File: config.mk
export PLATFORM = sky130hd
export DESIGN_NAME = collectible_tracker
export DESIGN_NICKNAME = d
export VERILOG_FILES = /design/src/rtl/collectible_tracker.sv
export SDC_FILE = /design/constraint.sdc
export NUM_CORES = 1
export LEC_CHECK = 0
export BUFFER_PORTS_ARGS = -buffer_cell sky130_fd_sc_hd__buf_2
export CAP_MARGIN = 20
export CORE_MARGIN = 1.5
export CORE_UTILIZATION = 26
export DETAILED_ROUTE_END_ITERATION = 16
export GPL_TIMING_DRIVEN = 0
export PLACE_DENSITY = 0.48
export SYNTH_ARGS = -nofsm -noshare
export SYNTH_HDL_FRONTEND = slang
export SYNTH_SLANG_ARGS = --single-unit
File: constraint.sdc
create_clock -name clk -period 6.8 [get_ports clk]
set_input_delay 1.02 -clock clk [delete_from_list [all_inputs] [get_ports clk]]
set_output_delay 1.02 -clock clk [all_outputs]
set_load 0.05 [all_outputs]
File: src/rtl/collectible_tracker.sv
// collectible_tracker: scans NUM_ITEMS runtime-loaded collectibles against the
// player hitbox once per frame, one item per cycle through a single shared
// comparator. Clears present bits on pickup, counts pickups and reports each
// pickup as a pulse.
//
// Optional build macro COLLECT_SCORE_EN adds a saturating 16-bit score port.
module collectible_tracker #(
  parameter int NUM_ITEMS      = 8,
  parameter int COORD_W        = 16,
  parameter int HB_X_LO        = 90,
  parameter int HB_X_HI        = 110,
  parameter int HB_Y_LO        = 20,
  parameter int HB_Y_HI        = 80,
  parameter int ITEM_HALF      = 16,
  parameter int SCORE_PER_ITEM = 1,
  localparam int IDX_W         = (NUM_ITEMS > 1) ? $clog2(NUM_ITEMS) : 1,
  localparam int CNT_W         = $clog2(NUM_ITEMS + 1)
) (
  input  logic               clk,
  input  logic               reset,
  input  logic [COORD_W-1:0] X,
  input  logic [COORD_W-1:0] Y,
  input  logic               frame_start,
  input  logic               load_en,
  input  logic [IDX_W-1:0]   load_idx,
  input  logic [COORD_W-1:0] load_x,
  input  logic [COORD_W-1:0] load_y,
  input  logic               rearm_all,
  output logic [NUM_ITEMS-1:0] present,
  output logic [CNT_W-1:0]   collected_count,
  output logic               collect_pulse,
  output logic [IDX_W-1:0]   collect_idx,
  output logic               scan_busy,
  output logic               scan_done,
  output logic               all_collected
`ifdef COLLECT_SCORE_EN
  ,
  output logic [15:0]        score
`endif
);

  // Two guard bits keep every sum and difference of the hit test free of wrap.
  localparam int EXT_W = COORD_W + 2;
  localparam logic [IDX_W-1:0] LAST_IDX = IDX_W'(NUM_ITEMS - 1);

  if (NUM_ITEMS < 1 || NUM_ITEMS > 64 || SCORE_PER_ITEM < 0) begin : g_bad_param
    $error("collectible_tracker: NUM_ITEMS must be 1..64 and SCORE_PER_ITEM >= 0");
  end

  typedef enum logic [1:0] {S_IDLE, S_SCAN, S_DONE} state_t;

  state_t             state;
  logic [IDX_W-1:0]   scan_idx;
  logic               pending;
  logic [COORD_W-1:0] px;
  logic [COORD_W-1:0] py;

  logic [COORD_W-1:0] pos_x [NUM_ITEMS];
  logic [COORD_W-1:0] pos_y [NUM_ITEMS];

  logic               load_ok;
  logic               hit;
  logic               do_collect;
  logic [EXT_W-1:0]   cx, cy, x_lo, x_hi, y_lo, y_hi;

  assign load_ok = load_en && (int'(load_idx) < NUM_ITEMS);

  // Position storage: one X/Y pair per item, written by load_en.
  // NOTE: storage arrays are deliberately left out of reset; their contents are
  // don't-care until loaded, and a reset net per bit would only cost fan-out.
  always_ff @(posedge clk) begin
    if (load_ok) begin
      pos_x[load_idx] <= load_x;
      pos_y[load_idx] <= load_y;
    end
  end

  // Scan sequencer: IDLE -> SCAN (one item per cycle) -> DONE, with a one-deep
  // pending request so a frame_start arriving mid-scan is not lost.
  // NOTE: every state register here uses <= so all updates see pre-edge values;
  // a blocking = would let later statements observe half-updated state.
  always_ff @(posedge clk) begin
    if (reset) begin
      state     <= S_IDLE;
      scan_idx  <= '0;
      pending   <= 1'b0;
      px        <= '0;
      py        <= '0;
      scan_busy <= 1'b0;
      scan_done <= 1'b0;
    end else begin
      scan_done <= 1'b0;
      unique case (state)
        S_IDLE: begin
          if (frame_start) begin
            px        <= X;
            py        <= Y;
            scan_idx  <= '0;
            scan_busy <= 1'b1;
            state     <= S_SCAN;
          end
        end
        S_SCAN: begin
          if (frame_start) pending <= 1'b1;
          if (scan_idx == LAST_IDX) begin
            scan_done <= 1'b1;
            state     <= S_DONE;
          end else begin
            scan_idx <= scan_idx + IDX_W'(1);
          end
        end
        S_DONE: begin
          // A queued or same-cycle request starts the next scan right away.
          if (pending || frame_start) begin
            pending   <= 1'b0;
            px        <= X;
            py        <= Y;
            scan_idx  <= '0;
            state     <= S_SCAN;
          end else begin
            scan_busy <= 1'b0;
            state     <= S_IDLE;
          end
        end
        default: state <= S_IDLE;
      endcase
    end
  end

  // Shared comparator: tests the item at scan_idx against the latched hitbox.
  // NOTE: every output of this block is assigned before any condition, so no
  // path leaves a value unassigned and no latch is inferred.
  always_comb begin
    cx   = EXT_W'(pos_x[scan_idx]) + EXT_W'(ITEM_HALF);
    cy   = EXT_W'(pos_y[scan_idx]) - EXT_W'(ITEM_HALF);
    x_lo = EXT_W'(px) + EXT_W'(HB_X_LO);
    x_hi = EXT_W'(px) + EXT_W'(HB_X_HI);
    y_lo = EXT_W'(py) + EXT_W'(HB_Y_LO);
    y_hi = EXT_W'(py) + EXT_W'(HB_Y_HI);
    hit  = 1'b0;
    // cy's top bit set means the anchor sits above ITEM_HALF: never a hit.
    if (state == S_SCAN && !cy[EXT_W-1]) begin
      hit = (cx >= x_lo) && (cx <= x_hi) && (cy >= y_lo) && (cy <= y_hi);
    end
  end

  // A pickup needs an uncollected item, and loses to rearm_all and to a load
  // of the same slot in the same cycle.
  assign do_collect = hit && present[scan_idx] && !rearm_all &&
                      !(load_ok && (load_idx == scan_idx));

  // Present bits, pickup count and pickup reporting; later assignments win,
  // giving rearm_all > load_en > collection on the present bits.
  always_ff @(posedge clk) begin
    if (reset) begin
      present         <= '1;
      collected_count <= '0;
      collect_pulse   <= 1'b0;
      collect_idx     <= '0;
      all_collected   <= 1'b0;
    end else begin
      collect_pulse <= 1'b0;
      all_collected <= (present == '0);
      if (do_collect) begin
        present[scan_idx] <= 1'b0;
        collect_pulse     <= 1'b1;
        collect_idx       <= scan_idx;
        if (collected_count != CNT_W'(NUM_ITEMS)) begin
          collected_count <= collected_count + CNT_W'(1);
        end
      end
      if (load_ok) present[load_idx] <= 1'b1;
      if (rearm_all) begin
        present         <= '1;
        collected_count <= '0;
      end
    end
  end

`ifdef COLLECT_SCORE_EN
  logic [16:0] score_sum;
  assign score_sum = {1'b0, score} + 17'(SCORE_PER_ITEM);

  // Saturating pickup score; only reset clears it, rearm_all leaves it alone.
  always_ff @(posedge clk) begin
    if (reset) begin
      score <= '0;
    end else if (do_collect) begin
      score <= score_sum[16] ? 16'hFFFF : score_sum[15:0];
    end
  end
`else
  // Without COLLECT_SCORE_EN there is no score register and no score adder.
`endif

endmodule

==> results by group, run 1 <==
Drt
  • Final ANT Viol Nets: 0
  • 1st-pass router iterations: 5
  • Via-to-Cell Ratio: 4.52
  • DRT iter0 DRCs: 520
  • Routed via count: 8,796
  • Remaining DRCs: 0
  • Final wirelength: 37,400 um
  • WL per Instance: 19.2 um

Cells and area
  • Final core utilization: 0.312
  • Share of layout cells above drive strength 1: 0.203
  • Area grow syn2layout: 18.2%
  • Layout Nets: 1,317

Clock tree
  • Setup Fix Bufs, Post-CTS: 0
  • Max clock buf depth: 3
  • CTS tree: done
  • CTS root buf: clkbuf_16
  • Worst skew pair latency: 0.51 ns
  • Num CTS Buffers: 34
  • Clock H-tree levels: 2
  • Cts hold-fix bufs: 0
  • Clock-pin slew on the worst setup and hold paths: 0.06 ns
  • Sinks on Clock Net: 316

Timing
  • Relative slew slack: 0.256
  • Worst Max-Slew Pin Slew: 1.11 ns
  • Final hold vios: 0
  • Final setup violation count: 0
  • Final setup margin: 0.437 ns
  • Max-slew violations: 0
  • Achievable Freq: 157 MHz
  • Post-route minimum period: 6.36 ns
  • RSZ-0062 raised after global routing: no
  • Final Skew: 0.0140 ns
  • Tcrit/Tclk final: 0.936
  • Setup TNS: 0 ns

Global route
  • First-pass GRT wire length: 56,700 um
  • Vias in the first global route: 9,070
  • Initial antenna violation count: 7
  • Grt ovf: 0
  • Pin count of the biggest net entering global routing: 23
  • Overall routing resource usage: 0.131

Placed design
  • DP Wirelength: 26,500 um
  • Routability cong.: 0.829
  • I/O Buffers: 90
  • Place WS: 0.212 ns

Pwr
  • Sw frac: 0.239
  • Peak supply drop: 158 uV
  • Leakage: 5.68 nW
  • Combinational group share of total power: 0.107
  • Clock group share of total power: 0.387
  • Cell-internal power: 0.00329 W
  • Flop pwr share: 0.506
  • Net Sw Power: 0.00104 W
  • PwrDens: 250 nW/um^2

Setup path
  • Reg2Reg Depth: 19
  • Critical Path Sink Type: flop
  • Setup CP Type: reg2reg
  • Element type at the critical path start: flop
  • Crit path DAT: 6.76 ns
  • Worst Path Required: 7.20 ns
  • CP Max Fanout: 10

Synth
  • Register area share after synthesis: 0.608
  • Syn_area_per_cell: 14.2 um^2
  • Mapped cell area: 14,600 um^2
  • Post-synth EDFFs: 256
  • #FFs+latches synth: 316
  • Unique masters post-synth: 57
  • Synth async-reset ratio: 0
  • Cells after Synth: 1,031
  • Syn Nets: 1,176
  • Warnings, synthesis: 0
  • Top_reg_cell synth: edfxtp_1

Floorplanning
  • Core region area: 55,300 um^2
  • Die area: 57,600 um^2
  • Die Height: 240 um
  • Io pins: 91
  • Initial Util: 0.264
  • Die width: 240 um
  • Row count: 86

Run
  • Max-cap violation count: 0

Min path
  • Hold Crit Class: reg2reg
  • Hold depth: 2

Outcome
  • Outcome: finished, final reports clean
-- sequential cells by signal, summed over array words and instances (netlist names), 2 cells and up, named ones only --
| signal | flops |
|---|---|
| scan_idx | 3 |
| pos_x | 128 |
| px | 16 |
| collected_count | 4 |
| collect_idx | 3 |
| pos_y | 128 |
| present | 8 |
| py | 16 |
| state | 2 |
-- cell families after synthesis --
kind of cell | after synthesis | synth area share
XOR/XNOR | 66 | 0.0396
AO/OA/AOI/OAI | 138 | 0.0584
adder cells (fa/ha/maj) | 73 | 0.0625
flip-flops | 316 | 0.608
buffers and inverters | 61 | 0.0197
AND/OR/NAND/NOR | 270 | 0.0894
multiplexers | 107 | 0.122
-- through the flow --
step	power [W]	instance area (um^2)	hold WS [ns]	cells
floorplan	0.00252	14600	0.436	1031
global placement	0.00268	16000	0.449	1869
detailed placement	0.00269	16300	0.469	1884
CTS	0.00439	17300	0.479	1944
global route	0.00451	17300	0.499	1944
finish	0.00432	17300	0.475	1946
-- per-layer routing --
metal | up-vias | GRT usage | wire length [um]
li1 | 4226 | - | -
met1 | 4356 | 0.185 | 18300
met2 | 147 | 0.204 | 16600
met3 | 55 | 0.0256 | 1650
met4 | 12 | 0.0389 | 811
met5 | - | 0 | 66
-- final cells by class --
class | count | area [um^2]
well taps | 748 | 936
clock buffers | 42 | 902
repair buffers | 105 | 679
fillers | 5539 | 38000
clock inverters | 18 | 82.6
multi-input cells | 654 | 5500
inverters | 18 | 67.6
diodes | 2 | 5.00
plain buffers | 43 | 220
flip-flops and latches | 316 | 8890
-- worst paths after layout --
kind,startpoint,endpoint,slack (ns)
setup / recovery,flop,present[7]$_SDFF_PP1_,0.44
hold / removal,py[1]$_SDFFE_PP0P_,py[1]$_SDFFE_PP0P_,0.48
setup reg to reg,flop,present[7]$_SDFF_PP1_,0.44
hold reg to reg,py[1]$_SDFFE_PP0P_,py[1]$_SDFFE_PP0P_,0.48
-- cell usage after synthesis (3+ instances only) --
cell,instances,area share
edfxtp_1,256,0.53
nand2_1,112,0.029
ha_1,73,0.063
a21oi_1,69,0.024
dfxtp_1,60,0.082
mux4_2,56,0.086
nor2_1,42,0.011
mux2i_1,41,0.028
xnor2_1,35,0.021
xor2_1,31,0.019
nand3_1,22,0.0075
clkbuf_1,21,0.0054
inv_1,17,0.0044
nand4_1,14,0.0060
or3_1,12,0.0051
buf_2,11,0.0038
nor2b_1,11,0.0047
nand2b_1,10,0.0043
o21ai_0,10,0.0034
a21o_1,8,0.0041
a22oi_1,8,0.0041
mux2_2,8,0.0062
nor4_1,8,0.0034
nand3b_1,7,0.0036
o31ai_1,7,0.0036
and2_1,6,0.0026
a211oi_1,5,0.0026
and3_1,5,0.0021
nor3_1,5,0.0017
o211ai_1,5,0.0026
buf_4,4,0.0021
buf_6,4,0.0031
nor3b_1,4,0.0021
o21ai_1,4,0.0014
o31a_1,4,0.0024
buf_1,3,0.00077
o41ai_1,3,0.0018
or2_2,3,0.0013
or4_1,3,0.0015
-- cell usage in the layout (no fill, tap or decap), types with 6 or more instances in the layout --
cell type | synthesis | final
and2_1 | 6 | 6
buf_2 | 11 | 101
clkbuf_1 | 21 | 28
buf_6 | 4 | 11
inv_1 | 17 | 17
a21oi_1 | 69 | 69
xor2_1 | 31 | 31
clkinv_1 | 0 | 13
or3_1 | 12 | 12
nand4_1 | 14 | 14
nand3b_1 | 7 | 7
mux2_2 | 8 | 8
nor4_1 | 8 | 8
mux4_2 | 56 | 56
ha_1 | 73 | 73
a21o_1 | 8 | 8
dfxtp_1 | 60 | 60
nand2b_1 | 10 | 10
nor2b_1 | 11 | 11
o21ai_0 | 10 | 10
nand2_1 | 112 | 112
o31ai_1 | 7 | 7
buf_12 | 0 | 6
nor2_1 | 42 | 36
a22oi_1 | 8 | 8
nor2_4 | 0 | 6
mux2i_1 | 41 | 41
edfxtp_1 | 256 | 256
clkbuf_16 | 0 | 35
xnor2_1 | 35 | 35
nand3_1 | 22 | 22
-- power by group through the flow --
stage                     clock network (W)  logic (W)  registers (W)
after floorplan                           0   0.000302        0.00222
after global placement                    0   0.000449        0.00223
after detailed placement                  0   0.000467        0.00223
after CTS                           0.00173   0.000470        0.00219
after global routing                0.00179   0.000520        0.00219
final                               0.00167   0.000464        0.00219
-- worst max-delay path: stages, from the launching register on --
cell and delay (ns):
dfxtp_1 0.45, buf_2 0.30, buf_2 0.34, buf_2 0.33, buf_2 0.33, clkbuf_1 0.65
mux4_2 0.42, mux2i_1 0.38, nand3b_1 0.18, xor2_1 0.26, ha_1 0.30, nand2_1 0.06
o21a_1 0.20, o211ai_1 0.15, o31ai_1 0.40, nand4b_1 0.16, or4_4 0.55, buf_6 0.16
or3_1 0.31, a211o_1 0.29
-- timing repair --
action / 4_1_cts / 5_1_grt
hold endpoints to repair: 0 / 0
setup endpoints to repair: 0 / 4
resized for setup: 0 / 1
Note: power is estimated with default switching activity, not from simulation.
==> inputs of run 2 (changes only) <==
--- a/config.mk
+++ b/config.mk
@@ -7,6 +7,7 @@
 export LEC_CHECK = 0
 export BUFFER_PORTS_ARGS = -buffer_cell sky130_fd_sc_hd__buf_2
 export CAP_MARGIN = 20
+export CORE_ASPECT_RATIO = 0.8
 export CORE_MARGIN = 1.5
 export CORE_UTILIZATION = 26
 export DETAILED_ROUTE_END_ITERATION = 16
==> results by group, run 2 (same netlist as run 1, synthesis figures left out) <==
Global route
  • Vias in the first global route: 9,034
  • Grt ovf: 0
  • Initial antenna violation count: 5
  • Pin count of the biggest net entering global routing: 24
  • First-pass GRT wire length: 56,000 um
  • Overall routing resource usage: 0.129

Clock tree
  • CTS root buf: clkbuf_16
  • Sinks on Clock Net: 316
  • Max clock buf depth: 3
  • Worst skew pair latency: 0.53 ns
  • Setup Fix Bufs, Post-CTS: 0
  • Clock-pin slew on the worst setup and hold paths: 0.06 ns
  • CTS resizes: 0
  • Clock H-tree levels: 2
  • CTS tree: done
  • Num CTS Buffers: 34
  • Cts hold-fix bufs: 0

Timing
  • Tcrit/Tclk final: 0.917
  • Final hold vios: 0
  • RSZ-0062 raised after global routing: no
  • Max-slew violations: 0
  • Post-route minimum period: 6.23 ns
  • Final Skew: 0.0147 ns
  • Setup TNS: 0 ns
  • Hold_ws: 0.463 ns
  • Worst Max-Slew Pin Slew: 0.926 ns
  • Relative slew slack: 0.379
  • Achievable Freq: 160 MHz
  • Final setup violation count: 0

Setup path
  • Element type at the critical path start: flop
  • CP Max Fanout: 10
  • Critical Path Sink Type: flop
  • Worst Path Required: 7.21 ns
  • Crit path DAT: 6.64 ns
  • Setup CP Type: reg2reg
  • Reg2Reg Depth: 18

Min path
  • Hold depth: 2
  • Worst min-delay path startpoint: py[1]$_SDFFE_PP0P_
  • Hold Crit Class: reg2reg

Run
  • Max-cap violation count: 0

Floorplanning
  • Io pins: 91
  • Row count: 77
  • Die area: 57,600 um^2
  • Die width: 268 um
  • Initial Util: 0.264
  • Core region area: 55,400 um^2
  • Die Height: 215 um

Cells and area
  • Regs by FF count: pos_x: 128 flops, pos_y: 128 flops
  • Share of layout cells above drive strength 1: 0.205
  • Layout Nets: 1,316
  • Area grow syn2layout: 18.6%
  • Commonest non-fill, non-tap cells in the layout: edfxtp_1 (256), nand2_1 (112), buf_2 (101), ha_1 (73), a21oi_1 (69)
  • Commonest non-fill, non-tap cell in the layout: edfxtp_1

Drt
  • Final ANT Viol Nets: 0
  • 1st-pass router iterations: 5
  • Final wirelength: 36,600 um
  • Remaining DRCs: 0
  • Routed via count: 8,806
  • WL per Instance: 18.8 um
  • Via-to-Cell Ratio: 4.52
  • DRT iter0 DRCs: 505

Pwr
  • PwrDens: 254 nW/um^2
  • Leakage: 5.70 nW
  • Peak supply drop: 164 uV

Placed design
  • I/O Buffers: 90
  • DP Wirelength: 25,900 um
  • Routability cong.: 0.831

Outcome
  • Outcome: finished, final reports clean
[run 2: layer usage]
| metal | track usage | part of all wire | vias to the layer above | routed length (um) |
|---|---|---|---|---|
| met1 | 0.180 | 0.48 | 4388 | 17400 |
| met5 | 0 | 0.00036 | - | 13 |
| met4 | 0.0264 | 0.017 | 2 | 613 |
| li1 | - | - | 4230 | - |
| met3 | 0.0244 | 0.041 | 56 | 1490 |
| met2 | 0.207 | 0.46 | 130 | 17000 |
[run 2: critical path: stages (launching register included)]
cell      delay [ns]
dfxtp_1         0.45
buf_2           0.30
buf_2           0.36
buf_2           0.35
buf_2           0.34
clkbuf_1        0.56
buf_2           0.40
mux4_2          0.35
mux2_2          0.32
ha_1            0.30
nand3_1         0.10
o21bai_1        0.17
a2111o_1        0.41
o211ai_1        0.24
nand4b_1        0.17
or4_4           0.54
buf_6           0.16
or3_1           0.30
a211o_1         0.28
[run 2: where the power goes]
part	switching (W)	total (W)	internal, W	leakage (nW)
sequential	0.0000279	0.00218	0.00216	2.82
clock	0.000756	0.00176	0.00101	0.503
combinational	0.000269	0.000461	0.000191	2.38
[run 2: layout make-up]
type | count | area, um^2
Clock buffer | 50 | 942
Antenna cell | 2 | 5.00
Buffer | 43 | 220
Tap cell | 750 | 938
Clock inverter | 12 | 104
Sequential cell | 316 | 8890
Inverter | 18 | 67.6
Fill cell | 5557 | 38100
Timing Repair Buffer | 104 | 664
Multi-Input combinational cell | 654 | 5500
[run 2: final timing paths]
| check | to | slack (ns) |
|---|---|---|
| max | present[7]$_SDFF_PP1_ | 0.57 |
| min | py[1]$_SDFFE_PP0P_ | 0.46 |
| max reg2reg | present[7]$_SDFF_PP1_ | 0.57 |
| min reg2reg | py[1]$_SDFFE_PP0P_ | 0.46 |
[run 2: stage by stage]
stage	std cells	setup WS [ns]	instance area, um^2	util	total power (W)
finish	1949	0.568	17300	0.313	0.00441
global route	1947	0.145	17300	0.313	0.00461
CTS	1947	0.314	17300	0.313	0.00447
detailed placement	1885	0.359	16300	0.294	0.00269
global placement	1871	-0.324	16000	0.289	0.00268
floorplan	1031	1.72	14600	-	0.00252
